===== src/rtl/mandelbrot_pkg.sv =====
// Shared types for the Mandelbrot pipeline: coordinate format and scheduler states.
package mandelbrot_pkg;

   localparam int INTEGER_BITS    = 8;
   localparam int FRACTIONAL_BITS = 24;
   localparam int DATA_WIDTH      = INTEGER_BITS + FRACTIONAL_BITS;

   typedef logic signed [DATA_WIDTH-1:0] coord_t;

   typedef enum logic [1:0] {
      IDLE,
      ISSUE,
      WAIT,
      OUTPUT
   } sched_state_e;

endpackage


===== src/rtl/mandelbrot_coord_stepper.sv =====
// Raster position tracker: column/row counters and the matching complex-plane x/y accumulators.
module mandelbrot_coord_stepper #(
   parameter int DW        = 32,
   parameter int DIM_WIDTH = 12
) (
   input  logic                 clk_i,
   input  logic                 rst_i,
   input  logic                 init,
   input  logic                 advance,
   input  logic signed [DW-1:0] x_min,
   input  logic signed [DW-1:0] y_max,
   input  logic signed [DW-1:0] step,
   input  logic [DIM_WIDTH-1:0] width,
   input  logic [DIM_WIDTH-1:0] height,
   output logic [DIM_WIDTH-1:0] col,
   output logic [DIM_WIDTH-1:0] row,
   output logic signed [DW-1:0] x,
   output logic signed [DW-1:0] y,
   output logic                 last
);

   logic signed [DW-1:0] x_min_q;
   logic signed [DW-1:0] step_q;
   logic [DIM_WIDTH-1:0] width_q;
   logic [DIM_WIDTH-1:0] height_q;
   logic                 col_end;

   assign col_end = (col == width_q - DIM_WIDTH'(1));
   assign last    = col_end && (row == height_q - DIM_WIDTH'(1));

   // Coordinates wrap in two's complement; the frame is expected to stay in range.
   always_ff @(posedge clk_i) begin
      if (rst_i) begin
         x_min_q  <= '0;
         step_q   <= '0;
         width_q  <= '0;
         height_q <= '0;
         col      <= '0;
         row      <= '0;
         x        <= '0;
         y        <= '0;
      end else if (init) begin
         x_min_q  <= x_min;
         step_q   <= step;
         width_q  <= width;
         height_q <= height;
         col      <= '0;
         row      <= '0;
         x        <= x_min;
         y        <= y_max;
      end else if (advance) begin
         if (col_end) begin
            col <= '0;
            x   <= x_min_q;
            row <= row + DIM_WIDTH'(1);
            y   <= y - step_q;
         end else begin
            col <= col + DIM_WIDTH'(1);
            x   <= x + step_q;
         end
      end
   end

endmodule


===== src/rtl/mandelbrot_pixel_scheduler.sv =====
// Feeds the iteration core one pixel at a time in raster order and streams {col,row,iter} out.
module mandelbrot_pixel_scheduler #(
   parameter int INTEGER_BITS    = 8,
   parameter int FRACTIONAL_BITS = 24,
   parameter int MAX_ITER_WIDTH  = 16,
   parameter int DIM_WIDTH       = 12,
   localparam int DW             = INTEGER_BITS + FRACTIONAL_BITS
) (
   input  logic                      clk_i,
   input  logic                      rst_i,
   input  logic                      frame_start_i,
   input  logic signed [DW-1:0]      x_min_i,
   input  logic signed [DW-1:0]      y_max_i,
   input  logic signed [DW-1:0]      step_i,
   input  logic [DIM_WIDTH-1:0]      width_i,
   input  logic [DIM_WIDTH-1:0]      height_i,
   input  logic [MAX_ITER_WIDTH-1:0] max_iter_i,
   output logic                      core_start_o,
   output logic signed [DW-1:0]      core_x0_o,
   output logic signed [DW-1:0]      core_y0_o,
   output logic [MAX_ITER_WIDTH-1:0] core_max_iter_o,
   input  logic [MAX_ITER_WIDTH-1:0] core_iter_i,
   input  logic                      core_done_i,
   output logic                      pix_valid_o,
   input  logic                      pix_ready_i,
   output logic [DIM_WIDTH-1:0]      pix_col_o,
   output logic [DIM_WIDTH-1:0]      pix_row_o,
   output logic [MAX_ITER_WIDTH-1:0] pix_iter_o,
   output logic                      pix_last_o,
   output logic                      busy_o,
   output logic                      frame_done_o
);

   import mandelbrot_pkg::*;

   // state  | meaning
   // IDLE   | no frame running; accepts frame_start_i
   // ISSUE  | pulse core_start_o for the current pixel
   // WAIT   | core running; core_done_i is trusted from here on
   // OUTPUT | result presented on pix_*, waiting for pix_ready_i

   sched_state_e state_q, state_d;

   logic                      accept, empty_frame, capture, advance, finish;
   logic                      last;
   logic [DIM_WIDTH-1:0]      col, row;
   logic signed [DW-1:0]      x, y;
   logic [MAX_ITER_WIDTH-1:0] max_iter_q, pix_iter_q;
   logic                      pix_valid_q, busy_q, frame_done_q;

   mandelbrot_coord_stepper #(
      .DW        (DW),
      .DIM_WIDTH (DIM_WIDTH)
   ) u_stepper (
      .clk_i   (clk_i),
      .rst_i   (rst_i),
      .init    (accept),
      .advance (advance),
      .x_min   (x_min_i),
      .y_max   (y_max_i),
      .step    (step_i),
      .width   (width_i),
      .height  (height_i),
      .col     (col),
      .row     (row),
      .x       (x),
      .y       (y),
      .last    (last)
   );

   // A start landing on the frame_done_o cycle is dropped along with starts while busy.
   always_comb begin
      state_d      = state_q;
      core_start_o = 1'b0;
      accept       = 1'b0;
      empty_frame  = 1'b0;
      capture      = 1'b0;
      advance      = 1'b0;
      finish       = 1'b0;
      unique case (state_q)
         IDLE: begin
            if (frame_start_i && !frame_done_q) begin
               accept = 1'b1;
               if (width_i == '0 || height_i == '0) empty_frame = 1'b1;
               else                                 state_d     = ISSUE;
            end
         end
         ISSUE: begin
            core_start_o = 1'b1;
            state_d      = WAIT;
         end
         WAIT: begin
            if (core_done_i) begin
               capture = 1'b1;
               state_d = OUTPUT;
            end
         end
         OUTPUT: begin
            if (pix_ready_i) begin
               if (last) begin
                  finish  = 1'b1;
                  state_d = IDLE;
               end else begin
                  advance = 1'b1;
                  state_d = ISSUE;
               end
            end
         end
         default: state_d = IDLE;
      endcase
   end

   always_ff @(posedge clk_i) begin
      if (rst_i) begin
         state_q      <= IDLE;
         max_iter_q   <= '0;
         pix_iter_q   <= '0;
         pix_valid_q  <= 1'b0;
         busy_q       <= 1'b0;
         frame_done_q <= 1'b0;
      end else begin
         state_q      <= state_d;
         frame_done_q <= finish | empty_frame;
         if (accept) max_iter_q <= max_iter_i;
         if (accept && !empty_frame) busy_q <= 1'b1;
         else if (finish)            busy_q <= 1'b0;
         if (capture) begin
            pix_iter_q  <= core_iter_i;
            pix_valid_q <= 1'b1;
         end else if (finish || advance) begin
            pix_valid_q <= 1'b0;
         end
      end
   end

   assign core_x0_o       = x;
   assign core_y0_o       = y;
   assign core_max_iter_o = max_iter_q;
   assign pix_valid_o     = pix_valid_q;
   assign pix_col_o       = col;
   assign pix_row_o       = row;
   assign pix_iter_o      = pix_iter_q;
   assign pix_last_o      = pix_valid_q & last;
   assign busy_o          = busy_q;
   assign frame_done_o    = frame_done_q;

endmodule


===== config.mk =====
export PLATFORM = sky130hd
export DESIGN_NAME = mandelbrot_pixel_scheduler
export DESIGN_NICKNAME = d
export VERILOG_FILES = /design/src/rtl/mandelbrot_pkg.sv /design/src/rtl/mandelbrot_coord_stepper.sv /design/src/rtl/mandelbrot_pixel_scheduler.sv
export SDC_FILE = /design/constraint.sdc
export NUM_CORES = 1
export LEC_CHECK = 0
export ABC_AREA = 1
export CAP_MARGIN = 25
export CORE_MARGIN = 2
export CORE_UTILIZATION = 48
export DETAILED_ROUTE_END_ITERATION = 16
export PLACE_DENSITY = 0.74
export SLEW_MARGIN = 0
export SYNTH_ARGS = -nofsm -noshare
export SYNTH_HDL_FRONTEND = slang
export SYNTH_SLANG_ARGS = --single-unit

===== constraint.sdc =====
create_clock -name clk_i -period 2.37 [get_ports clk_i]
set_input_delay 0.474 -clock clk_i [delete_from_list [all_inputs] [get_ports clk_i]]
set_output_delay 0.474 -clock clk_i [all_outputs]
set_load 0.05 [all_outputs]

# Word-level counts from Yosys, hierarchy flattened
# Cells that the tools add are included.
[totals]
reg_bits = 213
inputBits = 157
output_inout_bits = 125
word_cells = 80
[op_classes]
addsub = 6
eq_ne = 9
mux = 31
n_bitwise = 2
reduce_logical = 18
[op_table]
columns = ["operator", "count"]
rows = [
  ["$mux 32", 6],
  ["$add 32x32->32", 1],
  ["$sub 32x32->32", 1],
  ["$add 12x1->12 const B", 2],
  ["$eq 12x12->1", 2],
  ["$logic_not 12->1", 2],
  ["$sub 12x1->12 const B", 2],
  ["$mux 1", 19],
  ["$mux 12", 1],
  ["$mux 2", 4],
  ["$ne 2x2->1 const B", 4],
  ["$pmux 2 s4", 1],
  ["$reduce_bool 2->1", 4],
  ["$eq 2x2->1 const B", 2],
  ["$reduce_and 2->1", 2],
  ["$reduce_and 4->1", 1],
  ["$logic_and 1x1->1", 3],
  ["$eq 2x1->1 const B", 1],
  ["$logic_not 1->1", 2],
  ["$logic_not 2->1", 1],
  ["$logic_or 1x1->1", 2],
  ["$reduce_or 2->1", 1],
  ["$and 1x1->1", 1],
  ["$or 1x1->1", 1],
]

# Logic depth before layout (Yosys ltp)
# Gate-level depths: netlist of the first run.
[depth]
ltp_word = 9
ltp_mapped = 19
ltp_nobuf = 19

# By module
# Synthesis of the first run repeated with hierarchy kept, for this count alone.
[hier_totals]
hier_cells = 2145
area_unflattened_um2 = 13848.3
[modules_own_cells]
columns = ["mod", "instances", "cells_per_inst", "area_each_um2"]
rows = [
  ["mandelbrot_coord_stepper", 1, 1937, 12324.3],
  ["mandelbrot_pixel_scheduler", 1, 208, 1524.0],
]

# Worst setup path before layout of the first run
# Ideal clock, no wire load.
[synth_timing]
path_kind = "reg2out"
start = "register u_stepper.width_q[0]"
end = "output pix_last_o"
arrival_ps = 2435
required_ps = 1896
path_slack_ps = -539
path_stages_with_launch = 15
path_buffers = 0
path_cell_list = "dfxtp_1 > inv_1 > ha_1 > nand2_1 > nor2_4 > nand2_1 > nand2_1 > nand3_1 > nand2_1 > nand2_1 > nor2_1 > nand3_2 > inv_2 > nand2_4 > nor2_1"
[synth_between]
elab_chain_len = 4
[synth_lines]
columns = ["item", "line_no", "rtl"]
rows = [
  ["start, declared", "mandelbrot_coord_stepper.sv:24", "logic [DIM_WIDTH-1:0] width_q;"],
  ["start signal, assigned", "mandelbrot_coord_stepper.sv:45", "width_q <= width;"],
  ["$sub 12x1->12", "mandelbrot_coord_stepper.sv:28", "assign col_end = (col == width_q - DIM_WIDTH'(1));"],
  ["$eq 12x12->1", "mandelbrot_coord_stepper.sv:28", ""],
  ["$logic_and 1x1->1", "mandelbrot_coord_stepper.sv:29", "assign last = col_end && (row == height_q - DIM_WIDTH'(1));"],
  ["$and 1x1->1", "mandelbrot_pixel_scheduler.sv:143", "assign pix_last_o = pix_valid_q & last;"],
  ["end, declared", "mandelbrot_pixel_scheduler.sv:29", "output logic pix_last_o,"],
]
# Every way passes these cells.

# Worst setup path after layout of the first run
[layout_timing]
start = "register u_stepper.width_q[1]"
end = "output pix_last_o"
# Same word-level chain as after synthesis.

==> results.txt, run 1 <==
status = complete, but fails checks
failing checks = negative setup slack
slack of the worst reg-to-reg path = -280 ps
Hold Buf Count CTS = 0
maximum buffer depth of the clock tree = 3
Die Y = 175 µm
placed instance count = 2,986
Slew HR = 41.0%
initial DRC count = 1,449
Fmax achieved = 352 MHz
Worst R2R End = u_stepper.y[23]$_SDFFE_PP0P_
Synth Instances = 2,253
CTS sink cnt = 213
power per cell area = 1310 nW/µm²
placed cell area = 18,400 µm²
final hold violations = 0
hold_sp = rst_i
fin cells = 3,068
Die ar. = 30,700 µm²
Root Driver = clkbuf_16
Post-Route Skew = 20.9 ps
# nets final = 2,894
final routed DRC violation total = 0
remaining antenna violation count after routing = 0
worst hold path type = in -> reg
max-cap violations = 0
worst-path fanout max = 3
Max VDD drop = 1.10 mV
Post-Synth Simple-Gate Area = 35.1%
crit end category = output port
H-tree depth = 1
FF-to-FF path depth = 20
port bufs = 281
Core Util, Final = 70.5%
Ys Warns = 0
number of synthesized register bits = 213
Core ar. = 28,800 µm²
routed wire length = 55,400 µm
Initial Utilization = 48.9%
Design Area, Final = 20,300 µm²
crit share post-route = 120%
Data arrival, critical path = 2370 ps
number of global-route vias before repair = 15,666
sequential fraction of the synthesis area = 30.3%
initial antenna violation count = 0
clk_lat worst skew = 550 ps
# rows = 62
clk slew on worst S/H paths = 60 ps
RSZ-0062 raised after global routing = true
dpl hpwl = 40,800 µm
Data required, critical path = 1900 ps
Leak = 0.00927 µW
source of the worst register-to-register timing path = u_stepper.height_q[1]$_SDFFE_PP0P_
total gr overflow = 0
WL per Instance = 18.1 µm
share of cells above drive strength 1 = 13.8%
Adder-Cell Fraction of Synth Area = 6.51%
number of vias per cell = 5.52
Num CTS Buffers = 26
I/O pin count = 282
Syn Nets = 2,482
Synth Area in Compound Gates = 15.6%
TritonCTS clock tree = yes
final setup fails = 91
largest family of logic cells by synthesized area = simple AND/OR/NAND/NOR gates
slack of the critical path = -474 ps
hold depth = 4
Worst Tran Pin Value = 885 ps
mux cell area share after synthesis = 0%
Post-Syn Area per Cell = 6.24 µm²
Place WS = -172 ps
DR vias = 16,937
synth unique cells = 38
Synth Area in XOR/XNOR = 3.86%
drt first pass iters = 6
first-pass GRT wire length = 83,900 µm
post-synthesis cell area = 14,100 µm²
all-layer global routing usage = 34.1%
synth-to-layout area growth = 44.3%
critical path startpoint category = register
Crit Path Class = reg -> out
fin. max-slew vios = 0
largest net degree at the start of global routing = 71
gpl congestion = 1.01
Hold EP = u_stepper.y[24]$_SDFFE_PP0P_
Die W = 175 µm
Ant. Diodes = 0
clock period minus worst slack = 2840 ps
[placed cells by master, fill, tap and decap left out, types with 24 or more instances in the layout]
cell type          n
xnor2_1           25
xor2_1            34
clkbuf_16         30
nor2_1           268
inv_1            211
nor3_1            24
nand3b_1          28
nand2_1          596
ha_1              67
buf_4            145
nand3_2           30
nand2_2           29
nand3_1          138
dfxtp_1          194
a21oi_1          198
o21ai_0          158
clkdlybuf4s50_1  259
[metrics by stage]
step / total power (µW) / hold WS [ps] / setup TNS (ps)
2_1_floorplan: 15400 / 448 / -48.6
3_5_place_dp: 20700 / 455 / -1600
4_1_cts: 25800 / 432 / -11440
6_report: 26600 / 452 / -19450
3_3_place_gp: 20500 / 452 / -183
5_1_grt: 28300 / 481 / -31980
[per-layer routing]
metal  up-vias  routed length, µm  global-route usage [%]
met3        93               4110                    4.29
li1       8188                  -                       -
met1      7927              24600                    47.8
met2       729              25200                    55.7
met4         0               1480                    8.23
met5         -                  0                       0
[power breakdown]
part,switching (µW),internal (µW)
Clock,1660,2770
Combinational,10400,6390
Sequential,840,4480
[area by class of cell]
type	instances	area (µm²)
sequential	213	4290
clock buffer	36	718
clock inverter	11	221
inverter	223	856
multi-input combinational	1732	9040
fill	2478	8480
tap	384	480
timing repair buffer	469	4690
[registers in the layout (all words and copies together), names as in the netlist, 12 cells and up]
signal	cells
u_stepper.x	32
pix_iter_o	16
u_stepper.row	12
u_stepper.step_q	32
u_stepper.height_q	12
core_max_iter_o	16
u_stepper.col	12
u_stepper.width_q	12
u_stepper.y	32
u_stepper.x_min_q	32
[worst max-delay path: stages (launching register included)]
cell and delay (ps):
dfxtp_2 330, buf_4 130, nor2_4 170, buf_6 120, nand3_1 100, nand3_2 120
nand2_2 70, inv_1 80, nand3_1 90, nor2_2 110, nand3_2 100, inv_2 110
nand2_4 70, nor2_4 100, buf_12 140
[synth_stat cells, drive strengths merged]
| cell | count | area, µm² |
|---|---|---|
| fa | 2 | 40.0 |
| o21ai | 164 | 821 |
| nand2 | 634 | 2410 |
| xnor2 | 25 | 219 |
| dfxtp | 213 | 4260 |
| buf | 30 | 173 |
| o21bai | 7 | 52.6 |
| o21a | 7 | 52.6 |
| ha | 70 | 876 |
| inv | 223 | 837 |
| o22ai | 21 | 131 |
| or2 | 4 | 25.0 |
| a21o | 5 | 37.5 |
| a21boi | 4 | 30.0 |
| xor2 | 37 | 324 |
| nor2 | 290 | 1120 |
| nand3 | 171 | 866 |
| nand4 | 17 | 106 |
| a21oi | 201 | 1010 |
| nand3b | 28 | 210 |
| clkbuf | 55 | 206 |
| nor3 | 24 | 120 |
| o211ai | 1 | 7.51 |
| a31oi | 6 | 43.8 |
| a211oi | 1 | 7.51 |
| nor4 | 13 | 81.3 |
[worst max path at each step]
stage | startpoint | end | slack, ps | cells past startpoint
5_1_grt | u_stepper.width_q[1]$_SDFFE_PP0P_ | pix_last_o | -570 | 14
2_1_floorplan | u_stepper.width_q[0]$_SDFFE_PP0P_ | pix_last_o | -50 | 14
3_3_place_gp | u_stepper.x[0]$_SDFFE_PP0P_ | u_stepper.x[22]$_SDFFE_PP0P_ | -70 | 17
6_report | u_stepper.width_q[1]$_SDFFE_PP0P_ | pix_last_o | -470 | 14
3_5_place_dp | u_stepper.step_q[0]$_SDFFE_PP0P_ | u_stepper.x[22]$_SDFFE_PP0P_ | -170 | 17
4_1_cts | u_stepper.height_q[0]$_SDFFE_PP0P_ | pix_last_o | -430 | 13
[logic make-up after synthesis]
| logic type | Yosys count |
|---|---|
| XOR/XNOR | 62 |
| flip-flops | 213 |
| AO/OA/AOI/OAI | 417 |
| adder cells (fa/ha/maj) | 72 |
| buffers and inverters | 308 |
| AND/OR/NAND/NOR | 1181 |
[timing repair]
item	in CTS	in global routing
endpoints found under the setup margin	75	96
cloned	6	5
pin swaps	23	30
endpoints found under the hold margin	0	0
resized for setup	97	77
buffers inserted	20	11
Note: power is estimated with default switching activity, not from simulation.
==> run 2: changes to the inputs <==
GPL_TIMING_DRIVEN = 0   (was not set)
==> run 2 against run 1 <==
Against the previous run:
- the run still ends with negative setup slack left
- routed wire length rose by 3.9%
- sequential share of layout area is 0.34 points higher
- total power down 1.1%
- combinational power about the same
- non-clock buffer count fell by 38
- cell count fell by 1.2%
- via count increased by 0.48%
- clock skew rose by 2.0 ps
- critical path type unchanged
==> results.txt, run 2 (synthesis results as in run 1) <==
status = complete, but fails checks
failing checks = negative setup slack
worst-path fanout max = 4
Die W = 175 µm
total gr overflow = 0
number of vias per cell = 5.62
Initial Utilization = 48.9%
Die Y = 175 µm
share of cells above drive strength 1 = 13.3%
placed instance count = 2,917
H-tree depth = 1
remaining antenna violation count after routing = 0
# nets final = 2,856
RSZ-0062 raised after global routing = true
Crit Path Class = reg -> out
drt first pass iters = 6
Fmax achieved = 356 MHz
initial DRC count = 1,646
most common cell after layout, fill and taps aside = nand2_1
grt met2 use = 57.2%
placed cell area = 17,400 µm²
Root Driver = clkbuf_16
crit end category = output port
Post-Route Skew = 22.9 ps
Core ar. = 28,800 µm²
first-pass GRT wire length = 87,100 µm
# rows = 62
WL per Instance = 19.0 µm
most frequent cells in the layout = nand2_1, clkdlybuf4s50_1, nor2_1
Leak = 0.00889 µW
cell repeated most along the worst path = nor2_4
port bufs = 280
crit share post-route = 118%
initial antenna violation count = 0
clk_lat worst skew = 540 ps
busiest grt layer = met2
met1 GRT Util = 48.7%
Num CTS Buffers = 25
TritonCTS clock tree = yes
Die ar. = 30,700 µm²
Slew HR = 47.7%
GRT met3 Usage = 5.77%
CP max stage cell = dfxtp_2
DR vias = 17,019
routed wire length = 57,600 µm
Worst Tran Pin Value = 785 ps
all-layer global routing usage = 35.8%
final hold violations = 0
fin cells = 3,030
maximum buffer depth of the clock tree = 3
number of global-route vias before repair = 15,978
PnR Total Power = 26,300 µW
clock period minus worst slack = 2810 ps
max-cap violations = 0
final routed DRC violation total = 0
Design Area, Final = 20,000 µm²
worst hold path type = reg -> reg
worst path bufs/invs = 3
Max stage delay on crit path = 330 ps
Data required, critical path = 1900 ps
Core Util, Final = 69.4%
synth-to-layout area growth = 42.0%
Place WS = -1410 ps
Ant. Diodes = 0
fin. max-slew vios = 0
cells along the critical path = buf_4, nor2_4, nand2_4, nor2_4, xor2_2, nand2_1, nor2_2, nand3_4, inv_4, nand2_8, nor2_4, buf_8
CP delay by family, top = simple AND/OR/NAND/NOR gates
clk slew on worst S/H paths = 60 ps
slack of the critical path = -437 ps
gpl congestion = 0.978
Max VDD drop = 0.998 mV
critical path startpoint category = register
Hold Buf Count CTS = 0
CTS sink cnt = 213
final setup fails = 87
power per cell area = 1310 nW/µm²
dpl hpwl = 43,400 µm
largest net degree at the start of global routing = 13
Data arrival, critical path = 2330 ps
I/O pin count = 282
-- run 2: cell count changes in the layout (fill, tap and decap cells not counted), sizes merged, moves of 3 or more --
cell           before  now
buf               187   96
clkbuf             40   93
clkdlybuf4s50     259  268
dlygate4sd2        14    7
inv               221  225
bufinv              6    3
clkinv              5    2
-- run 2: power by group --
part | total (µW) | switching [µW] | internal [µW] | leakage (µW)
sequential | 5380 | 910 | 4470 | 0.00176
combinational | 16800 | 10900 | 5930 | 0.00671
clock | 4080 | 1620 | 2460 | 0.000418
-- run 2: routing by layer --
layer / part of all wire, % / vias up
met3: 8.8 / 148
met2: 44 / 853
met4: 4.4 / 0
li1: - / 8107
met5: 0 / -
met1: 43 / 7911
-- run 2: area by class of cell --
type / instances / area [µm²]
plain buffers: 83 / 556
clock buffers: 37 / 731
clock inverters: 9 / 130
fillers: 2474 / 8800
inverters: 223 / 855
multi-input cells: 1733 / 9380
flip-flops and latches: 213 / 4290
well taps: 384 / 480
repair buffers: 348 / 3560
-- run 2: what timing repair did --
action                                  4_1_cts  5_1_grt
setup buffers                                42       25
cloned                                        8        2
pin swaps                                    36       61
endpoints found under the setup margin      203      173
resized for setup                           183      187
-- run 2: metrics by stage --
step | TNS, ps | hold WS (ps)
floorplan | -48.6 | 448
global route | -23580 | 493
detailed placement | -154650 | 458
global placement | -152010 | 451
finish | -15410 | 466
CTS | -19640 | 467
-- run 2: path summary, 6_finish.rpt --
check	from	endpoint	slack (ps)	depth (start not counted)
max	u_stepper.width_q[1]$_SDFFE_PP0P_	pix_last_o	-440	12
min	core_max_iter_o[14]$_SDFFE_PP0P_	core_max_iter_o[14]$_SDFFE_PP0P_	470	2
max reg2reg	u_stepper.width_q[1]$_SDFFE_PP0P_	u_stepper.x[1]$_SDFFE_PP0P_	-260	19
min reg2reg	core_max_iter_o[14]$_SDFFE_PP0P_	core_max_iter_o[14]$_SDFFE_PP0P_	470	2
-- run 2: tightest hold or removal path, delay by kind of cell, from the launching register on --
kind | cells | cell delay (ps)
AO/OA/AOI/OAI | 1 | 50
flip-flops | 1 | 310
AND/OR/NAND/NOR | 1 | 60
==> variant: new RTL, config.mk and constraints of run 2 <==
Reset style: asynchronous (`rst_i`), changed in 2 clocked blocks.
--- a/src/rtl/mandelbrot_coord_stepper.sv
+++ b/src/rtl/mandelbrot_coord_stepper.sv
@@ -29,7 +29,7 @@
    assign last    = col_end && (row == height_q - DIM_WIDTH'(1));
 
    // Coordinates wrap in two's complement; the frame is expected to stay in range.
-   always_ff @(posedge clk_i) begin
+   always_ff @(posedge clk_i or posedge rst_i) begin
       if (rst_i) begin
          x_min_q  <= '0;
          step_q   <= '0;
--- a/src/rtl/mandelbrot_pixel_scheduler.sv
+++ b/src/rtl/mandelbrot_pixel_scheduler.sv
@@ -110,7 +110,7 @@
       endcase
    end
 
-   always_ff @(posedge clk_i) begin
+   always_ff @(posedge clk_i or posedge rst_i) begin
       if (rst_i) begin
          state_q      <= IDLE;
          max_iter_q   <= '0;
Check against the original RTL: differs if rst_i is asserted again (counterexample within 4 cycles, from zero or initial values and one cycle with rst_i high); with rst_i held inactive, the same outputs for 4 cycles.
==> variant against run 2 <==
Synthesized area increased by 4.2%; worst setup slack got worse by 170 ps; the run still ends with negative setup slack left; final area up 0.88%; total power is 25% higher; routed wire length about the same; sequential share of layout area up 5.0 points; sequential cell count is the same; critical endpoint unchanged; via count is 4.6% lower.
==> variant: results (changes against run 2) <==
| Metric | Value |
|---|---|
| Outcome | finished, violations left |
| Failing checks | negative setup slack |
| GRT met3 Usage | 0.0466 (-0.0110) |
| Max VDD drop | 0.000784 V (-21%) |
| Fraction of area in multi-input gates | 0.430 (-0.0392) |
| Max stage delay cell, worst path | dfrtp_1 |
| Fraction of layout cells with a size suffix above 1 | 0.115 (-0.0180) |
| Syn Inst Count | 2166 (-3.9%) |
| Number of fill cells | 2566 (+3.7%) |
| CP arrival | 2500 ps (+170 ps) |
| Endpoints failing setup | 89 (+2.3%) |
| Grt met1 use | 0.483 (-0.00447) |
| First-pass GRT wire length | 85100 µm (-2.3%) |
| Synth Net Count | 2395 (-3.5%) |
| Comb group | 22.2 mW (+32%) |
| Crit-path max FO | 5 (+1) |
| XOR/XNOR share of the synthesized area | 0.0326 (-0.00600) |
| Fraction of area in non-clock buffers | 0.198 (-0.00738) |
| Worst Clk Skew | 11.4 ps (-11.5 ps) |
| FF-to-FF End | u_stepper.x[28]$_DFFE_PP0P_ |
| Min-Delay Path Class | in -> async |
| Met1 wire length | 24800 µm (+1.1%) |
| Internal cell power | 15.2 mW (+18%) |
| Initial DRC count | 1617 (-1.8%) |
| Placed Cells | 2842 (-2.6%) |
| Worst setup margin | -608 ps (-170 ps) |
| Netlist cell types | 39 (+2.6%) |
| Buffers, non-clock | 390 (-9.5%) |
| Post-Synth Adder-Cell Area | 0.0625 (-0.00264) |
| ANT cells | 3 (+3) |
| Placed cell area | 18100 µm² (+4.0%) |
| Post-synthesis mux area share | 0.0123 (+0.0123) |
| Initial antenna violation count | 2 (+2) |
| Inverters | 214 (-4.0%) |
| Max incr delay on CP | 390 ps (+60 ps) |
| Post-synthesis sequential area ratio | 0.363 (+0.0604) |
| Total CTS buffers | 26 (+4.0%) |
| Top post-synthesis cells by area | dfrtp_1, nand2_1, nand3_1 |
| Met2 WL | 25800 µm (+1.5%) |
| Seq power | 6.66 mW (+24%) |
| Final std cells w/o fill | 2932 (-3.2%) |
| Synth top cells by count | nand2_1, dfrtp_1, inv_1 |
| GR Util All Layers | 0.349 (-0.00989) |
| Final hold slack | 453 ps (-12.4 ps) |
| Clock buf/inv share | 0.0423 (-0.000809) |
| #MultiIn Comb | 1675 (-3.3%) |
| Global-route met2 utilization | 0.552 (-0.0194) |
| Leakage Power | 10.3 nW (+16%) |
| Core ar. | 29900 µm² (+3.8%) |
| Sequential group share of total power | 0.203 (-0.002) |
[variant: cell types whose count changed after synthesis, moves of 39 or more]
cell     delta
a21oi_1   -127
dfxtp_1   -213
nor2_1    -127
nand2_1   +214
dfrtp_1   +213
nand3_1    +39
[variant: repair_timing]
| action | 4_1_cts | 5_1_grt |
|---|---|---|
| endpoints found under the setup margin | 198 | 164 |
| hold buffers | 0 | 0 |
| setup buffers | 24 | 11 |
| pin swaps | 15 | 48 |
| gates resized for setup | 112 | 148 |
| cloned | 8 | 2 |
[variant: cell families (layout without fill, tap and decap cells)]
kind of cell             after synthesis  after routing
adder cells (fa/ha/maj)               72             72
XOR/XNOR                              53             53
multiplexers                          16             16
flip-flops                           213            213
other                                  0              3
buffers and inverters                278            651
AO/OA/AOI/OAI                        235            235
AND/OR/NAND/NOR                     1299           1299
[variant: worst register-to-register path: cells and delay by family (launching register included)]
family | cells | cell delay, ps
DFF | 1 | 390
and+or+nand+nor | 12 | 1400
buffers and inverters | 8 | 970
